## config.mk

```make
export PLATFORM = sky130hd
export DESIGN_NAME = fmi_dma_ctrl_flat
export DESIGN_NICKNAME = d
export VERILOG_FILES = /design/src/rtl/ram_pkg.sv /design/src/rtl/fmi_dma_ctrl_if.sv /design/src/rtl/fmi_skid_fifo.sv /design/src/rtl/fmi_dma_ctrl.sv /design/src/flat_wrapper.sv
export SDC_FILE = /design/constraint.sdc
export NUM_CORES = 1
export LEC_CHECK = 0
export BUFFER_PORTS_ARGS = -buffer_cell sky130_fd_sc_hd__buf_2
export CAP_MARGIN = 10
export CORE_UTILIZATION = 56
export CTS_BUF_LIST = sky130_fd_sc_hd__clkbuf_4
export DETAILED_ROUTE_END_ITERATION = 10
export GPL_TIMING_DRIVEN = 1
export PLACE_DENSITY_LB_ADDON = 0.05
export SLEW_MARGIN = 25
export SYNTH_ARGS = -nofsm -noshare
export SYNTH_HDL_FRONTEND = slang
export SYNTH_SLANG_ARGS = --single-unit
```

## constraint.sdc

```tcl
create_clock -name clk -period 3.25 [get_ports clk]
set_clock_uncertainty 0.1 [all_clocks]
set_input_delay 0.65 -clock clk [delete_from_list [all_inputs] [get_ports clk]]
set_output_delay 0.65 -clock clk [all_outputs]
set_load 0.03 [all_outputs]
```

## src/rtl/ram_pkg.sv

```systemverilog
// Shared FMI RAM geometry, DMA state encoding and skid-FIFO sizing.
package ram_pkg;
    localparam int FMI_N_ELEM = 16;
    localparam int PX_W       = 8;
    localparam int AW         = $clog2(FMI_N_ELEM);
    localparam int FIFO_DEPTH = 2;
    localparam int FIFO_CW    = $clog2(FIFO_DEPTH + 1);

    typedef enum logic [1:0] {
        ST_IDLE,
        ST_LOAD,
        ST_DRAIN,
        ST_DONE
    } dma_state_e;
endpackage

```

## src/rtl/fmi_dma_ctrl_if.sv

```systemverilog
// Pixel streams and FMI RAM port of the DMA controller; master is the controller side.
interface fmi_dma_ctrl_if;
    import ram_pkg::*;

    logic            s_valid;
    logic [PX_W-1:0] s_data;
    logic            s_ready;
    logic            m_valid;
    logic [PX_W-1:0] m_data;
    logic            m_ready;
    logic [AW-1:0]   ram_addr;
    logic [PX_W-1:0] ram_data;
    logic            ram_write;
    logic [PX_W-1:0] ram_res;

    modport master (
        input  s_valid, s_data, m_ready, ram_res,
        output s_ready, m_valid, m_data, ram_addr, ram_data, ram_write
    );

    modport slave (
        output s_valid, s_data, m_ready, ram_res,
        input  s_ready, m_valid, m_data, ram_addr, ram_data, ram_write
    );
endinterface

```

## src/rtl/fmi_skid_fifo.sv

```systemverilog
// Two-entry FIFO holding RAM read results until the DRAIN stream accepts them.
module fmi_skid_fifo
    import ram_pkg::*;
(
    input  logic               clk,
    input  logic               rst_n,
    input  logic               push,
    input  logic [PX_W-1:0]    push_data,
    input  logic               pop,
    output logic [FIFO_CW-1:0] count,
    output logic               head_valid,
    output logic [PX_W-1:0]    head_data
);
    localparam int PW = $clog2(FIFO_DEPTH);

    logic [PX_W-1:0]    slot_q [FIFO_DEPTH];
    logic [PW-1:0]      wr_ptr_q;
    logic [PW-1:0]      rd_ptr_q;
    logic [FIFO_CW-1:0] cnt_q;

    always_ff @(posedge clk or negedge rst_n) begin
        if (!rst_n) begin
            for (int i = 0; i < FIFO_DEPTH; i++) slot_q[i] <= '0;
            wr_ptr_q <= '0;
            rd_ptr_q <= '0;
            cnt_q    <= '0;
        end else begin
            if (push) begin
                slot_q[wr_ptr_q] <= push_data;
                wr_ptr_q         <= wr_ptr_q + PW'(1);
            end
            if (pop) rd_ptr_q <= rd_ptr_q + PW'(1);
            cnt_q <= cnt_q + FIFO_CW'(push) - FIFO_CW'(pop);
        end
    end

    assign count      = cnt_q;
    assign head_valid = (cnt_q != '0);
    assign head_data  = head_valid ? slot_q[rd_ptr_q] : '0;
endmodule

```

## src/rtl/fmi_dma_ctrl.sv

```systemverilog
// FMI DMA controller: writes a pixel stream into the FMI RAM (LOAD) or reads a
// range back out through a 2-deep skid FIFO (DRAIN).
//
// state    | meaning
// ---------+---------------------------------------------------
// ST_IDLE  | waiting for start; mode/base/len sampled here
// ST_LOAD  | s_ready high, one RAM write per s_* handshake
// ST_DRAIN | issuing RAM reads, streaming the FIFO head on m_*
// ST_DONE  | one-cycle done pulse, then back to IDLE
module fmi_dma_ctrl
    import ram_pkg::*;
(
    input  logic           clk,
    input  logic           rst_n,
    input  logic           start,
    input  logic           mode,
    input  logic [AW-1:0]  base,
    input  logic [AW:0]    len,
    output logic           busy,
    output logic           done,
    output logic           err,
    fmi_dma_ctrl_if.master bus
);
    localparam logic [AW+1:0]      N_LIM    = (AW+2)'(FMI_N_ELEM);
    localparam logic [FIFO_CW-1:0] FIFO_LIM = FIFO_CW'(FIFO_DEPTH);

    dma_state_e         state_q, state_d;
    logic [AW-1:0]      addr_q, addr_d;
    logic [AW:0]        rd_left_q, rd_left_d;
    logic [AW:0]        pop_left_q, pop_left_d;
    logic               err_q, err_d;
    logic               inflight_q, inflight_d;
    logic [AW+1:0]      end_addr;
    logic               range_err;
    logic               fifo_valid;
    logic               fifo_pop;
    logic [PX_W-1:0]    fifo_head;
    logic [FIFO_CW-1:0] fifo_cnt;
    logic [FIFO_CW-1:0] occ_after;

    assign end_addr  = {2'b00, base} + {1'b0, len};
    assign range_err = (end_addr > N_LIM);
    assign fifo_pop  = fifo_valid & bus.m_ready;
    // This cycle's pop is treated as already gone; otherwise a full-rate drain
    // would stall every other cycle waiting for the slot to free up.
    assign occ_after = fifo_cnt - FIFO_CW'(fifo_pop) + FIFO_CW'(inflight_q);

    assign err         = err_q;
    assign bus.m_valid = fifo_valid;
    assign bus.m_data  = fifo_head;

    fmi_skid_fifo u_fifo (
        .clk        (clk),
        .rst_n      (rst_n),
        .push       (inflight_q),
        .push_data  (bus.ram_res),
        .pop        (fifo_pop),
        .count      (fifo_cnt),
        .head_valid (fifo_valid),
        .head_data  (fifo_head)
    );

    always_ff @(posedge clk or negedge rst_n) begin
        if (!rst_n) begin
            state_q    <= ST_IDLE;
            addr_q     <= '0;
            rd_left_q  <= '0;
            pop_left_q <= '0;
            err_q      <= 1'b0;
            inflight_q <= 1'b0;
        end else begin
            state_q    <= state_d;
            addr_q     <= addr_d;
            rd_left_q  <= rd_left_d;
            pop_left_q <= pop_left_d;
            err_q      <= err_d;
            inflight_q <= inflight_d;
        end
    end

    always_comb begin
        state_d       = state_q;
        addr_d        = addr_q;
        rd_left_d     = rd_left_q;
        pop_left_d    = pop_left_q;
        err_d         = err_q;
        inflight_d    = 1'b0;
        busy          = (state_q != ST_IDLE);
        done          = 1'b0;
        bus.s_ready   = 1'b0;
        bus.ram_write = 1'b0;
        bus.ram_addr  = '0;
        bus.ram_data  = '0;

        case (state_q)
            ST_IDLE: begin
                if (start) begin
                    addr_d     = base;
                    rd_left_d  = len;
                    pop_left_d = len;
                    err_d      = 1'b0;
                    if (range_err) begin
                        err_d   = 1'b1;
                        state_d = ST_DONE;
                    end else if (len == '0) begin
                        state_d = ST_DONE;
                    end else begin
                        state_d = mode ? ST_DRAIN : ST_LOAD;
                    end
                end
            end
            ST_LOAD: begin
                bus.s_ready = 1'b1;
                if (bus.s_valid) begin
                    bus.ram_write = 1'b1;
                    bus.ram_addr  = addr_q;
                    bus.ram_data  = bus.s_data;
                    addr_d        = addr_q + AW'(1);
                    rd_left_d     = rd_left_q - (AW+1)'(1);
                    if (rd_left_q == (AW+1)'(1)) state_d = ST_DONE;
                end
            end
            ST_DRAIN: begin
                if (rd_left_q != '0 && occ_after < FIFO_LIM) begin
                    bus.ram_addr = addr_q;
                    addr_d       = addr_q + AW'(1);
                    rd_left_d    = rd_left_q - (AW+1)'(1);
                    inflight_d   = 1'b1;
                end
                if (fifo_pop) begin
                    pop_left_d = pop_left_q - (AW+1)'(1);
                    if (pop_left_q == (AW+1)'(1)) state_d = ST_DONE;
                end
            end
            ST_DONE: begin
                done    = 1'b1;
                state_d = ST_IDLE;
            end
            default: state_d = ST_IDLE;
        endcase
    end
endmodule

```

## src/flat_wrapper.sv

```systemverilog
// flat-port wrapper written by rule: the top's interface ports become plain ports
module fmi_dma_ctrl_flat import ram_pkg::*;
  (clk, rst_n, start, mode, base, len, busy, done, err, bus_s_valid, bus_s_data, bus_m_ready, bus_ram_res, bus_s_ready, bus_m_valid, bus_m_data, bus_ram_addr, bus_ram_data, bus_ram_write);
  fmi_dma_ctrl_if bus_i ();
  input  logic clk;
  input  logic rst_n;
  input  logic start;
  input  logic mode;
  input  logic [AW-1:0] base;
  input  logic [AW:0] len;
  output logic busy;
  output logic done;
  output logic err;
  input wire logic [$bits(bus_i.s_valid)-1:0] bus_s_valid;
  input wire logic [$bits(bus_i.s_data)-1:0] bus_s_data;
  input wire logic [$bits(bus_i.m_ready)-1:0] bus_m_ready;
  input wire logic [$bits(bus_i.ram_res)-1:0] bus_ram_res;
  output wire logic [$bits(bus_i.s_ready)-1:0] bus_s_ready;
  output wire logic [$bits(bus_i.m_valid)-1:0] bus_m_valid;
  output wire logic [$bits(bus_i.m_data)-1:0] bus_m_data;
  output wire logic [$bits(bus_i.ram_addr)-1:0] bus_ram_addr;
  output wire logic [$bits(bus_i.ram_data)-1:0] bus_ram_data;
  output wire logic [$bits(bus_i.ram_write)-1:0] bus_ram_write;
  assign bus_i.s_valid = bus_s_valid;
  assign bus_i.s_data = bus_s_data;
  assign bus_i.m_ready = bus_m_ready;
  assign bus_i.ram_res = bus_ram_res;
  assign bus_s_ready = bus_i.s_ready;
  assign bus_m_valid = bus_i.m_valid;
  assign bus_m_data = bus_i.m_data;
  assign bus_ram_addr = bus_i.ram_addr;
  assign bus_ram_data = bus_i.ram_data;
  assign bus_ram_write = bus_i.ram_write;
  fmi_dma_ctrl u_core (.clk(clk), .rst_n(rst_n), .start(start), .mode(mode), .base(base), .len(len), .busy(busy), .done(done), .err(err), .bus(bus_i));
endmodule
```

Word level (Yosys, flattened, before mapping)
Index checks and enable logic that the tools add are counted.
{ "word_totals": {"regBits": 38, "ramBits": 0, "rom_bits": 0, "input_bits": 31, "memories": 0, "out_inout_bits": 26, "latchBits": 0} }
{ "op_classes": {"n_reduce_logical": 13, "order_cmp": 5, "eq_ne": 11, "div": 0, "bitwise": 3, "n_addsub": 10, "n_shift": 0, "mul": 0, "muxes": 38} }
{ "ops": {"columns": ["op", "n"], "rows": [
  ["$mux W8", 7],
  ["$mux W4", 5],
  ["$mux W5", 4],
  ["$bwmux W16", 1],
  ["$mux W2", 8],
  ["$pmux W5 S3", 1],
  ["$pmux W4 S3", 1],
  ["$eq A5 B1 Y1 const B", 2],
  ["$pmux W5 S2", 1],
  ["$sub A5 B1 Y5 const B", 2],
  ["$demux W8 S1", 1],
  ["$ne A2 B1 Y1 const B", 4],
  ["$pmux W2 S4", 1],
  ["$pmux W4 S2", 1],
  ["$mux W1", 7],
  ["$add A4 B5 Y6", 1],
  ["$gt A6 B5 Y1 const B", 1],
  ["$reduce_bool A2 Y1", 3],
  ["$logic_not A5 Y1", 1],
  ["$reduce_and A5 Y1", 1],
  ["$reduce_bool A5 Y1", 1],
  ["$add A2 B1 Y2", 2],
  ["$add A4 B1 Y4 const B", 1],
  ["$eq A2 B2 Y1 const B", 2],
  ["15 further kinds", 21]
]} }

Longest topological paths before layout
{ "depth": {"word_depth": 8, "depth_mapped": 8} }

Modules after synthesis
A second synthesis with hierarchy kept.
{ "hier_totals": {"cells_unflattened": 243, "area_unflattened_um2": 2478.6} }
{ "by_module_without_submodules": {"columns": ["module", "area_each_um2", "n_inst", "cells_each"], "rows": [
  ["fmi_dma_ctrl", 1551.5, 1, 177],
  ["fmi_skid_fifo", 927.1, 1, 66]
]} }

Least setup slack after synthesis
No wires, ideal clock.
{ "synth_timing": {"kind": "input -> output", "from": "in bus_m_ready", "to": "out bus_ram_addr[0]", "n_path_buf": 0, "cell_stages": 8, "slack_ps": 178, "arrival_ps": 2322, "path_cell_list": "o21ai_1 -> xnor2_1 -> ha_1 -> nand2b_1 -> a2111oi_4 -> a21o_1 -> o21ai_0 -> nor2_1"} }
{ "synth_via": {"elab_chain_len": 7} }
{ "synth_rtl": {"columns": ["item", "line_no", "source"], "rows": [
  ["from (decl)", "flat_wrapper.sv:16", "input wire logic [$bits(bus_i.m_ready)-1:0] bus_m_ready;"],
  ["$and A1 B1 Y1", "fmi_dma_ctrl.sv:43", "assign fifo_pop = fifo_valid & bus.m_ready;"],
  ["$sub A2 B1 Y2", "fmi_dma_ctrl.sv:46", "assign occ_after = fifo_cnt - FIFO_CW'(fifo_pop) + FIFO_CW'(inflight_q);"],
  ["$add A2 B1 Y2", "fmi_dma_ctrl.sv:46", null],
  ["$lt A2 B2 Y1", "fmi_dma_ctrl.sv:124", "if (rd_left_q != '0 && occ_after < FIFO_LIM) begin"],
  ["$logic_and A1 B1 Y1", "fmi_dma_ctrl.sv:124", null],
  ["$mux W4", "fmi_dma_ctrl.sv:124", null],
  ["$pmux W4 S2", "fmi_dma_ctrl.sv:95", "case (state_q)"],
  ["to (decl)", "flat_wrapper.sv:21", "output wire logic [$bits(bus_i.ram_addr)-1:0] bus_ram_addr;"]
]} }
No other way between the ends.

Final worst setup path
{ "layout_timing": {"from": "reg u_core.u_fifo.cnt_q[1], in the netlist u_core.u_fifo.count[1]", "to": "out bus_ram_addr[3]"} }
{ "layout_via": {"elab_chain_len": 8} }
{ "layout_rtl": {"columns": ["item", "line_no", "source"], "rows": [
  ["from (decl)", "fmi_skid_fifo.sv:19", "logic [FIFO_CW-1:0] cnt_q;"],
  ["from (signal assigned)", "fmi_skid_fifo.sv:33", "cnt_q <= cnt_q + FIFO_CW'(push) - FIFO_CW'(pop);"],
  ["$reduce_bool A2 Y1", "fmi_skid_fifo.sv:38", "assign head_valid = (cnt_q != '0);"],
  ["$and A1 B1 Y1", "fmi_dma_ctrl.sv:43", null],
  ["$sub A2 B1 Y2 *", "fmi_dma_ctrl.sv:46", null],
  ["$add A2 B1 Y2 *", "fmi_dma_ctrl.sv:46", null],
  ["$lt A2 B2 Y1 *", "fmi_dma_ctrl.sv:124", null],
  ["$logic_and A1 B1 Y1 *", "fmi_dma_ctrl.sv:124", null],
  ["$mux W4 *", "fmi_dma_ctrl.sv:124", null],
  ["$pmux W4 S2 *", "fmi_dma_ctrl.sv:95", null]
]} }
Every way passes the cells marked *; elsewhere a longest branch is shown, timed or not.

==> run_results.csv <==
group,metric,value,unit
global_routing,grt_pass1_wl,8.22,mm
routing,wl,5.22,mm
worst_setup_path,path_depth,9,
finish,final_core_utilization,0.703,
pwr,peakVddDrop,0.505,mV
clock_tree,htree_levels,2,
floorplan,die_h,68.0,µm
sta,setup_ws,0.219,ns
synth,netlist_instances,247,
clock_tree,clock-root-buffer,"clkbuf_4",
pwr,seqPwrFrac,0.302,
worst_setup_path,critical_path_required,2.50,ns
worst_setup_path,cp.buffers_inverters,1,
finish,area_growth,17.6,%
clock_tree,path_clk_slew,0.13,ns
sta,finalCriticalPeriod,3.03,ns
synth,syn_area_per_cell,9.89,µm²
clock_tree,clock-sinks,38,
finish,fin_nets,357,
synth,synth.top_cells.by_area,"dfrtp_1 39%, ha_1 7.7%, mux2_2 7.4%",
floorplan,row_count,23,
synth,ys_async_sr_fraction,1.00,
floorplan,dieArea,4630,µm²
sta,tightest_slew,0.851,ns
run,max_cap_viol_count,0,
worst_setup_path,cp_top_family,"compound AO/OA/AOI/OAI gates",
floorplan,die_w,68.0,µm
worst_setup_path,cp.arrival,2.28,ns
pwr,comb_power_share,0.621,
worst_setup_path,critPathLaunchType,"flip-flop",
worst_setup_path,critPathMaxFanout,4,
routing,drcViolationCount,0,
finish,fillers,357,
global_routing,grt_max_degree,39,
place,hpwl,3.94,mm
worst_setup_path,slowest_delay,0.45,ns
finish,drive_gt1_frac,0.318,
synth,ys_ff_latch,38,
routing,drtAntennaViolNets,0,
worst_setup_path,r2r_cells,9,
sta,setup_viol,0,
place,gp_congestion,0.822,
finish,antenna_cells,0,
pwr,pwr-share-clk,0.078,
routing,routedWlPerCell,14.5,µm
routing,via_per_inst,5.69,
global_routing,grt_pass1_vias,1736,
place,port_buffers,56,
global_routing,track_usage,0.243,
synth,seq_area_frac_synth,0.389,
synth,ys.warnings.count,0,
routing,drt_iter0_drc,130,
pwr,power_density,1080,nW/µm²
worst_setup_path,cp_common_cell,"o21ai_2",
synth,netlist_area,2440,µm²
worst_setup_path,crit_slowest_cell,"dfrtp_2",
synth,netlist.area_leader.share,0.389,
global_routing,antenna_found_initial,0,
worst_setup_path,ff2ff_setup_slack,0.75,ns
global_routing,grt_remaining_overflow,0,
clock_tree,clk_latency,0.35,ns
worst_setup_path,worstSetupStartpoint,"u_core.u_fifo.count[1]",
worst_setup_path,r2r-end,"u_core.rd_left_q[3]",
floorplan,pin_count,57,
synth,ys_types,44,
clock_tree,cts_tree,"done",
synth,synth_edf_count,0,
min_path,hold_class,"primary input to asynchronous set/reset pin",
routing,drtPass1Iterations,4,
sta,rsz0062_at_grt,"no",
routing,dr_total_vias,2053,
pwr,intPower,1600,µW
sta,tns,0,ns
clock_tree,cts_made_buffers,5,
synth,synthFlopType,"dfrtp_1",
floorplan,start_util,0.598,
finish,multi_input_area,1370,µm²
sta,finalHoldViolations,0,
sta,final-max-slew-violation-count,0,
place,pre_cts_ws,0.143,ns
synth,syn_nets,294,
synth,synth_top_area_cell,"dfrtp_1",
clock_tree,cts_max_path_buffers,2,
worst_setup_path,cp-end-kind,"output pin",
sta,fmax,0.330,GHz
sta,max-slew-margin-rel,0.432,
finish,register_area,952,µm²
outcome,status,"finished, final reports clean",
worst_setup_path,rr_startpoint,"u_core.u_fifo.count[1]",
pwr,switchingPower,1510,µW
worst_setup_path,cp_cell_sequence,"o21ai_2, xnor2_1, ha_1, nand2b_1, a2111oi_4, a21o_1, o21ai_2, nor2_1, buf_2",
floorplan,fp.coreArea,4090,µm²
pwr,cellLeakagePower,0.00147,µW
worst_setup_path,crit_end,"bus_ram_addr[3]",
sta,finalCritPeriodShare,0.933,
worst_setup_path,crit_type,"flip-flop to output pin",
pwr,swShare,0.485,
[cells in the mapped netlist (2+ instances only)]
| cell type | instances |
|---|---|
| a21o_1 | 2 |
| a21oi_1 | 6 |
| a222oi_1 | 4 |
| a22oi_1 | 2 |
| a41oi_1 | 2 |
| and3_1 | 11 |
| clkbuf_1 | 6 |
| dfrtp_1 | 38 |
| ha_1 | 15 |
| inv_1 | 25 |
| mux2_2 | 16 |
| mux2i_1 | 17 |
| nand2_1 | 12 |
| nand2b_1 | 3 |
| nand3_1 | 8 |
| nor2_1 | 22 |
| nor2b_1 | 3 |
| nor3_1 | 4 |
| nor4_1 | 2 |
| o21ai_0 | 14 |
| o21ai_1 | 2 |
| o22ai_1 | 7 |
| or2_2 | 2 |
| xnor2_1 | 3 |
| xor2_1 | 2 |
[power groups by stage]
stage	clock network (µW)	logic [µW]	registers, µW
finish	241	1930	938
global route	273	2130	969
CTS	253	1870	941
detailed placement	0	1870	951
global placement	0	1840	945
floorplan	0	1470	887
[cells by family (layout without fill, tap and decap cells)]
kind of cell / after synthesis / in the layout / share of synthesized area
buffers and inverters: 32 / 96 / 0.0523
AND/OR/NAND/NOR: 79 / 79 / 0.182
AO/OA/AOI/OAI: 44 / 44 / 0.130
XOR/XNOR: 5 / 5 / 0.0179
flip-flops: 38 / 38 / 0.389
adder cells (fa/ha/maj): 16 / 16 / 0.0850
multiplexers: 33 / 33 / 0.143
[state kept, by name (all words and copies together), names as in the netlist]
name	count
u_core.addr_q	4
u_core.err	1
u_core.inflight_q	1
u_core.pop_left_q	5
u_core.rd_left_q	5
u_core.state_q	2
u_core.u_fifo.count	2
u_core.u_fifo.rd_ptr_q	1
u_core.u_fifo.slot_q	16
u_core.u_fifo.wr_ptr_q	1
[area by class of cell]
class | instances | area share
Clock inverter | 3 | 0.00566
Inverter | 25 | 0.0327
Timing Repair Buffer | 63 | 0.117
Tap cell | 50 | 0.0218
Clock buffer | 5 | 0.0131
Multi-Input combinational cell | 177 | 0.478
Sequential cell | 38 | 0.332
[per-stage QoR]
step	cells	power (µW)	hold WS, ns	area, µm²
2_1_floorplan	247	2360	0.254	2440
3_3_place_gp	350	2780	0.375	2780
3_5_place_dp	350	2820	0.378	2780
4_1_cts	358	3070	0.319	2840
5_1_grt	361	3380	0.358	2870
6_report	361	3110	0.284	2870
[worst min path at each step]
stage,cells after the start,from,slack [ns],end
final,1,rst_n,0.28,u_core.state_q[1]
after floorplan,0,rst_n,0.25,u_core.addr_q[0]
after global routing,1,rst_n,0.36,u_core.state_q[1]
after global placement,1,u_core.u_fifo.wr_ptr_q,0.37,u_core.u_fifo.wr_ptr_q
after CTS,1,rst_n,0.32,u_core.state_q[1]
after detailed placement,1,u_core.u_fifo.wr_ptr_q,0.38,u_core.u_fifo.wr_ptr_q
[what timing repair did]
action                                  4_1_cts  5_1_grt
endpoints found under the setup margin        4        4
buffers inserted                              0        3
hold buffers                                  0        0
gates resized for setup                       1        5
gates cloned                                  0        0
[per-layer routing]
metal / wire length, µm / part of all wire / up-vias / GRT usage
li1: - / - / 1018 / -
met1: 2480 / 0.48 / 950 / 0.350
met2: 2320 / 0.44 / 77 / 0.360
met3: 346 / 0.066 / 8 / 0.0533
met4: 73 / 0.014 / 0 / 0.0729
met5: 0 / 0 / - / 0
[layout by cell type (no fill, tap or decap), types with 8 or more instances in the layout]
master	instances
and3_1	11
buf_2	55
dfrtp_1	37
ha_1	14
inv_1	25
mux2_2	16
mux2i_1	17
nand2_1	12
nand3_1	8
nor2_1	22
o21ai_0	13
Power figures use the tool's default switching activity.
